===== src/rtl/control_sequencer.sv =====
// control_sequencer: hardwired fetch/execute control unit for register-register ALU instructions.
// Fetch runs T0-T2 and execute runs T3-T6. Every output is a Moore decode of the state register and IR.
// Build macro MEM_WAIT_EN adds the mem_ready input and holds T1 until memory read data is valid.
module control_sequencer #(
    parameter int BITS      = 32,
    parameter int REGISTERS = 16
) (
    input  logic                 Clock,
    input  logic                 reset,
    input  logic                 run,
    input  logic [BITS-1:0]      IR,
`ifdef MEM_WAIT_EN
    input  logic                 mem_ready,
`endif
    output logic                 PCout,
    output logic                 Zlowout,
    output logic                 Zhighout,
    output logic                 MDRout,
    output logic                 PCin,
    output logic                 IRin,
    output logic                 RYin,
    output logic                 RZin,
    output logic                 MARin,
    output logic                 MDRin,
    output logic                 HIin,
    output logic                 LOin,
    output logic                 Read,
    output logic                 IncPC,
    output logic                 ADD,
    output logic                 SUB,
    output logic                 SHR,
    output logic                 SHL,
    output logic                 ROR,
    output logic                 ROL,
    output logic                 AND,
    output logic                 OR,
    output logic                 MUL,
    output logic                 DIV,
    output logic                 NEGATE,
    output logic                 NOT,
    output logic [REGISTERS-1:0] GPRin,
    output logic [REGISTERS-1:0] GPRout,
    output logic                 done,
    output logic                 illegal,
    output logic [3:0]           state
);

    typedef enum logic [3:0] {
        S_IDLE = 4'd0,
        S_T0   = 4'd1,
        S_T1   = 4'd2,
        S_T2   = 4'd3,
        S_T3   = 4'd4,
        S_T4   = 4'd5,
        S_T5   = 4'd6,
        S_T6   = 4'd7
    } state_t;

    state_t state_reg;
    state_t state_next;

    // Instruction fields
    logic [4:0] op;
    logic [3:0] ra;
    logic [3:0] rb;
    logic [3:0] rc;

    assign op = IR[31:27];
    assign ra = IR[26:23];
    assign rb = IR[22:19];
    assign rc = IR[18:15];

    // Low IR bits carry no register-register information
    logic unused_ir;
    assign unused_ir = ^IR[14:0];

    // Opcode decode results; op_strobe bit order is ADD..NOT
    logic [11:0] op_strobe;
    logic        is_alu3;
    logic        is_unary;
    logic        is_muldiv;
    logic        is_legal;

    // GPR select requests from the FSM, expanded to one-hot below
    logic       gpr_drive_en;
    logic [3:0] gpr_drive_idx;
    logic       gpr_load_en;
    logic [3:0] gpr_load_idx;
    logic       strobe_en;

    // Classify the opcode and pick the single ALU strobe it maps to
    always_comb begin
        op_strobe = 12'd0;
        is_alu3   = 1'b0;
        is_unary  = 1'b0;
        is_muldiv = 1'b0;
        case (op)
            5'b00011: begin op_strobe[0]  = 1'b1; is_alu3   = 1'b1; end
            5'b00100: begin op_strobe[1]  = 1'b1; is_alu3   = 1'b1; end
            5'b00101: begin op_strobe[2]  = 1'b1; is_alu3   = 1'b1; end
            5'b00110: begin op_strobe[3]  = 1'b1; is_alu3   = 1'b1; end
            5'b00111: begin op_strobe[4]  = 1'b1; is_alu3   = 1'b1; end
            5'b01000: begin op_strobe[5]  = 1'b1; is_alu3   = 1'b1; end
            5'b01001: begin op_strobe[6]  = 1'b1; is_alu3   = 1'b1; end
            5'b01010: begin op_strobe[7]  = 1'b1; is_alu3   = 1'b1; end
            5'b01110: begin op_strobe[8]  = 1'b1; is_muldiv = 1'b1; end
            5'b01111: begin op_strobe[9]  = 1'b1; is_muldiv = 1'b1; end
            5'b10000: begin op_strobe[10] = 1'b1; is_unary  = 1'b1; end
            5'b10001: begin op_strobe[11] = 1'b1; is_unary  = 1'b1; end
            default:  ;
        endcase
        is_legal = is_alu3 | is_unary | is_muldiv;
    end

    // State register; reset forces IDLE without waiting for a clock edge
    always_ff @(posedge Clock or negedge reset) begin
        if (!reset) begin
            state_reg <= S_IDLE;
        end else begin
            state_reg <= state_next;
        end
    end

    // Next-state and per-state control decode
    always_comb begin
        state_next    = state_reg;
        PCout         = 1'b0;
        Zlowout       = 1'b0;
        Zhighout      = 1'b0;
        MDRout        = 1'b0;
        PCin          = 1'b0;
        IRin          = 1'b0;
        RYin          = 1'b0;
        RZin          = 1'b0;
        MARin         = 1'b0;
        MDRin         = 1'b0;
        HIin          = 1'b0;
        LOin          = 1'b0;
        Read          = 1'b0;
        IncPC         = 1'b0;
        done          = 1'b0;
        illegal       = 1'b0;
        strobe_en     = 1'b0;
        gpr_drive_en  = 1'b0;
        gpr_drive_idx = 4'd0;
        gpr_load_en   = 1'b0;
        gpr_load_idx  = 4'd0;
        case (state_reg)
            S_IDLE: begin
                if (run) state_next = S_T0;
            end
            S_T0: begin
                PCout      = 1'b1;
                MARin      = 1'b1;
                IncPC      = 1'b1;
                RZin       = 1'b1;
                state_next = S_T1;
            end
            S_T1: begin
                Zlowout = 1'b1;
                PCin    = 1'b1;
                Read    = 1'b1;
                MDRin   = 1'b1;
`ifdef MEM_WAIT_EN
                if (mem_ready) state_next = S_T2;
`else
                state_next = S_T2;
`endif
            end
            S_T2: begin
                MDRout     = 1'b1;
                IRin       = 1'b1;
                state_next = S_T3;
            end
            S_T3: begin
                if (!is_legal) begin
                    illegal    = 1'b1;
                    state_next = run ? S_T0 : S_IDLE;
                end else begin
                    // MUL/DIV take their first operand from Ra, everything else from Rb
                    gpr_drive_en  = 1'b1;
                    gpr_drive_idx = is_muldiv ? ra : rb;
                    RYin          = 1'b1;
                    state_next    = S_T4;
                end
            end
            S_T4: begin
                gpr_drive_en  = 1'b1;
                gpr_drive_idx = is_alu3 ? rc : rb;
                strobe_en     = 1'b1;
                RZin          = 1'b1;
                state_next    = S_T5;
            end
            S_T5: begin
                Zlowout = 1'b1;
                if (is_muldiv) begin
                    LOin       = 1'b1;
                    state_next = S_T6;
                end else begin
                    gpr_load_en  = 1'b1;
                    gpr_load_idx = ra;
                    done         = 1'b1;
                    state_next   = run ? S_T0 : S_IDLE;
                end
            end
            S_T6: begin
                Zhighout   = 1'b1;
                HIin       = 1'b1;
                done       = 1'b1;
                state_next = run ? S_T0 : S_IDLE;
            end
            default: begin
                state_next = S_IDLE;
            end
        endcase
    end

    assign {NOT, NEGATE, DIV, MUL, OR, AND, ROL, ROR, SHL, SHR, SUB, ADD} =
        strobe_en ? op_strobe : 12'd0;

    // One-hot expansion; an index with no matching bit leaves the vector all zero
    generate
        for (genvar gi = 0; gi < REGISTERS; gi++) begin : g_gpr_sel
            assign GPRout[gi] = gpr_drive_en && (32'(gpr_drive_idx) == gi);
            assign GPRin[gi]  = gpr_load_en  && (32'(gpr_load_idx)  == gi);
        end
    endgenerate

    assign state = state_reg;

endmodule


===== config.mk =====
export PLATFORM = sky130hd
export DESIGN_NAME = control_sequencer
export DESIGN_NICKNAME = d
export VERILOG_FILES = /design/src/rtl/control_sequencer.sv
export SDC_FILE = /design/constraint.sdc
export NUM_CORES = 1
export LEC_CHECK = 0
export ABC_CLOCK_PERIOD_IN_PS = 5300
export CAP_MARGIN = 20
export CORE_MARGIN = 3
export CORE_UTILIZATION = 33
export DETAILED_ROUTE_END_ITERATION = 16
export GPL_TIMING_DRIVEN = 0
export HOLD_SLACK_MARGIN = 0.15
export PLACE_DENSITY = 0.88
export REMOVE_ABC_BUFFERS = 1
export SETUP_SLACK_MARGIN = 0.3
export SLEW_MARGIN = 10
export SYNTH_ARGS = -nofsm -noshare
export SYNTH_HDL_FRONTEND = slang
export SYNTH_SLANG_ARGS = --single-unit

===== constraint.sdc =====
create_clock -name Clock -period 5.3 [get_ports Clock]
set_input_delay 1.06 -clock Clock [delete_from_list [all_inputs] [get_ports Clock]]
set_output_delay 1.06 -clock Clock [all_outputs]
set_load 0.02 [all_outputs]

# Word-level counts from Yosys, hierarchy flattened
# Cells that the tools add are included.
[classes]
n_eq_ne = 50
mux = 44
bitwise = 2
reduce_logical = 40
[ops]
columns = ["operator", "count"]
rows = [
  ["4-bit == test, second input constant", 16],
  ["4-bit by 3-bit == test with 1-bit output, second input constant", 12],
  ["1-bit logical AND", 32],
  ["4-bit one-hot mux with 8 select lines", 1],
  ["1-bit 2-to-1 mux", 31],
  ["5-bit by 4-bit == test with 1-bit output, second input constant", 5],
  ["4-bit by 2-bit == test with 1-bit output, second input constant", 6],
  ["4-bit 2-to-1 mux", 6],
  ["5-bit by 3-bit == test with 1-bit output, second input constant", 4],
  ["4-bit by 1-bit == test with 1-bit output, second input constant", 3],
  ["4-bit zero test", 3],
  ["12-bit 2-to-1 mux", 1],
  ["5-bit == test, second input constant", 2],
  ["4-bit one-hot mux with 2 select lines", 1],
  ["2-bit OR reduction", 4],
  ["8-bit OR reduction", 1],
  ["3-bit 2-to-1 mux", 2],
  ["5-bit by 2-bit == test with 1-bit output, second input constant", 1],
  ["1-bit one-hot mux with 2 select lines", 2],
  ["2-bit != test, second input constant", 1],
  ["1-bit bitwise OR", 2],
]
[totals]
ff_bits = 4
input_bits = 35
out_inout_bits = 64
word_cells = 137

# Depth between registers and ports, before layout
[depth]
depth_word = 9
depth_mapped = 7
depth_no_buf = 5

# Worst setup path after synthesis
# Ideal clock, no wire load.
[synth_timing]
path_kind = "input to output"
startpoint = "input port IR[27]"
endpoint = "output port GPRout[11]"
t_arrival_ps = 2972
t_required_ps = 4240
setup_slack_ps = 1268
cell_stages = 7
n_path_buf = 2
path_cell_list = "buf_4 > a21oi_4 > mux2i_4 > mux2_2 > and2_4 > buf_6 > nor4_1"
[synth_between]
elab_chain_cells = 9
word_cells_on_any_way = 28
cone_classes = "eq/ne: 13; mux: 9; bitwise: 2; reduce/logical: 4"
[synth_rtl]
columns = ["item", "line_no", "source"]
rows = [
  ["start, declared", "11", "input logic [BITS-1:0] IR,"],
  ["5-bit by 4-bit == test with 1-bit output (tied with other cells)", "97", "case (op)"],
  ["8-bit OR reduction (no line) / 2-bit OR reduction (equally long branches)", "n/a", ""],
  ["1-bit 2-to-1 mux", "97", ""],
  ["1-bit bitwise OR (2 in a row)", "112", "is_legal = is_alu3 | is_unary | is_muldiv;"],
  ["4-bit 2-to-1 mux", "176", "if (!is_legal) begin"],
  ["4-bit one-hot mux with 2 select lines", "148", "case (state_reg)"],
  ["4-bit == test", "224", "assign GPRout[gi] = gpr_drive_en && (32'(gpr_drive_idx) == gi);"],
  ["1-bit logical AND *", "224", ""],
  ["end, declared", "42", "output logic [REGISTERS-1:0] GPRout,"],
]
# Every way passes the cells marked *; elsewhere a longest branch is shown, timed or not.

# Worst setup path after layout
[layout_timing]
startpoint = "input port IR[27]"
endpoint = "output port GPRout[13]"
# The elaborated chain is that of the path after synthesis.

==> results.yml <==
synth:
  synth_top_family_by_area: "simple AND/OR/NAND/NOR gates"
  synth_xor_xnor_area_share: 0.01722
  synth-async-reset-ratio: 1.000
  yosysWarningCount: 0
  synth_cells: 152
  ys_seq_area_frac: 0.07380
  synth_edf_count: 0
  muxShareOfSynthArea: 0.1033
  syn_avg_cell_area_um2: 6.692
  yosys_most_used_dff: "dfrtp_1"
  synth_area_mm2: 0.001017
  synth_cell_type_count: 47
  synth_compound_area_frac: 0.1390
  synthAdderAreaFrac: 0
  yosys.area_share.simple: 0.5363
  synth.ff_latch_count: 3
critical_path:
  critical_path_arrival_ps: 3730
  crit_family: "buffers and inverters"
  cp_cell_sequence: "clkdlybuf4s50_1, a21oi_4, mux2i_4, mux2_2, and2_1, nor4_1, clkdlybuf4s50_1"
  path_class: "in2out"
  max_stage_delay_ps: 660
  cp_slowest_cell: "clkdlybuf4s50_1"
  cp.depth: 7
  path_buf_inv: 2
  critical_path_required_ps: 4240
  cpMostUsedCell: "clkdlybuf4s50_1"
  reg2reg_depth: 2
  endpoint_kind: "primary output"
  critPathMaxFanout: 9
  critPathLaunchType: "primary input"
cells_and_area:
  multi_input_area_um2: 822.0
  drive_gt1_frac: 0.05856
  stdcell_count: 253
  final_nets: 258
  largest_register_ffs: 3
  fillers: 256
  regArea_um2: 75.07
  n_antenna_cell: 0
  area_growth_pct: 77.37
sta:
  hold_violations: 0
  worst-slew-pin-transition_ps: 602.1
  finalSetupTns_ps: 0
  max-slew-margin-rel: 0.5986
  post-route-period-util: 0.9034
  slew_violations: 0
  setup_viol: 0
  rsz0062_at_grt: "false"
  skew_ps: 0.2827
  fmax_mhz: 208.9
  timing.final.crit_period_ps: 4788
floorplanning:
  start_util: 0.3566
  num_rows: 19
  dieArea_mm2: 0.003785
  fp.dieH_um: 61.52
  ios: 99
  coreArea_mm2: 0.002853
  dieWidth_um: 61.52
detailed_routing:
  postRouteWirelength_um: 3425
  route.vias.total: 1328
  via_per_inst: 5.249
  route.detailed.drc: 0
  antenna_left: 0
  wl_per_cell_um: 13.54
  drt_iter0_markers: 36
  dr.pass1.iters: 4
place:
  gp_congestion: 0.8433
  io_buffers: 82
  dp_hpwl_um: 2732
  dp.cells: 249
job:
  max_cap_violations: 0
cts:
  h-tree-depth: 1
  cts_tree: "yes"
  clockBufferDepth: 2
  root_buffer: "clkbuf_4"
  clkLatencyLatePin_ps: 230
  cts.reportedPaths.clkPinSlew_ps: 40
  numClockSinks: 3
  cts_setup_buffers: 0
  cts_made_buffers: 3
global_routing:
  antenna_found_initial: 0
  grt_max_degree: 16
  grt_pass1_wl_um: 5016
  first_global_vias: 1144
  overflow: 0
  grtUsageTotal: 0.1716
pwr:
  peakVddDrop_v: 0.0001074
  power_density_mw_per_mm2: 245.6
  p_leak_nw: 0.6901
run_status:
  status: "completed"
min_path:
  hold_path_depth: 3
  worstHoldPathType: "reg2reg"
## report_power, final
| part | switching (mW) | total [mW] | internal [mW] |
|---|---|---|---|
| sequential | 0.0288 | 0.0623 | 0.0335 |
| clock | 0.0121 | 0.0403 | 0.0282 |
| combinational | 0.184 | 0.340 | 0.156 |
| total | 0.225 | 0.443 | 0.218 |
## cell type report
| cell class | count | area share |
|---|---|---|
| repair buffers | 82 | 0.4605 |
| multi-input cells | 130 | 0.4556 |
| flip-flops and latches | 3 | 0.04161 |
| well taps | 31 | 0.02150 |
| clock buffers | 4 | 0.01456 |
| inverters | 3 | 0.006241 |
## stage by stage
step	hold WS, ps	total power, mW	setup WS, ps	cell area [um^2]	utilization
6_report	759.8	0.4430	512.0	1804	0.6325
5_1_grt	787.8	0.4787	340.0	1804	0.6325
4_1_cts	760.3	0.4468	423.4	1785	0.6259
3_5_place_dp	753.8	0.4041	428.6	1759	0.6167
3_3_place_gp	712.0	0.3977	471.8	1759	0.6167
2_1_floorplan	740.7	0.2417	1472	899.6	-
## cell usage in the layout (no fill, tap or decap), drive strengths merged, types with 2 or more instances in the layout
cell           Yosys  layout
clkdlybuf4s50      0      78
nand4b             2       2
mux2               2       2
and3               2       2
nand2b             4       4
nand3b             2       2
nor2b              4       4
clkbuf             3       4
mux2i              7       7
nand3              6       6
and2               2       2
inv                3       3
or3                5       5
nand2             15      15
a211o              3       3
a21o               2       2
nor2              27      27
dfrtp              3       3
dlymetal6s2s       0       4
xnor2              2       2
a21oi              2       2
nor4              16      16
nor3              10      10
## logic make-up after synthesis
| group | after synthesis |
|---|---|
| simple gates | 101 |
| flops | 3 |
| xor+xnor | 2 |
| other cells | 1 |
| mux | 9 |
| compound gates | 17 |
| buf+inv | 19 |
## metal layers
layer,track usage,routed length [um]
met2,0.3064,1624
met1,0.2030,1513
met3,0.02935,254
met5,0,0
met4,0.06364,32
## synth_stat cells (all sizes together) (3+ instances only)
library cell  count  area (um^2)
inv               3        11.26
nand2b            4        25.02
nor2b             4        25.02
a211o             3        27.53
nor3             10        50.05
nand3             6        30.03
buf              13        106.3
dfrtp             3        75.07
nor2             27        101.4
nand2            15        56.30
clkbuf            3        11.26
or3               5        36.28
mux2i             7        82.58
nor4             16        100.1
## worst paths after layout
check / slack [ps] / from / end
max: 510 / IR[27] / GPRout[13]
min: 760 / state[0] / state[0]
max reg2reg: 3940 / state[0] / state[2]
min reg2reg: 760 / state[0] / state[0]
max in group asynchronous: 4130 / reset / state[0]
min in group asynchronous: 1020 / reset / state[2]
## tightest hold or removal path: stages, from the launching register on
cell     delay (ps)
dfrtp_1         500
nand2_1         110
nand2_1          40
o21ai_0          70
## what timing repair did
| item | CTS | global route |
|---|---|---|
| setup endpoints to repair | 0 | 14 |
| hold buffers | 0 | 0 |
| resized for setup | 0 | 5 |
(Power assumes the default switching activity.)
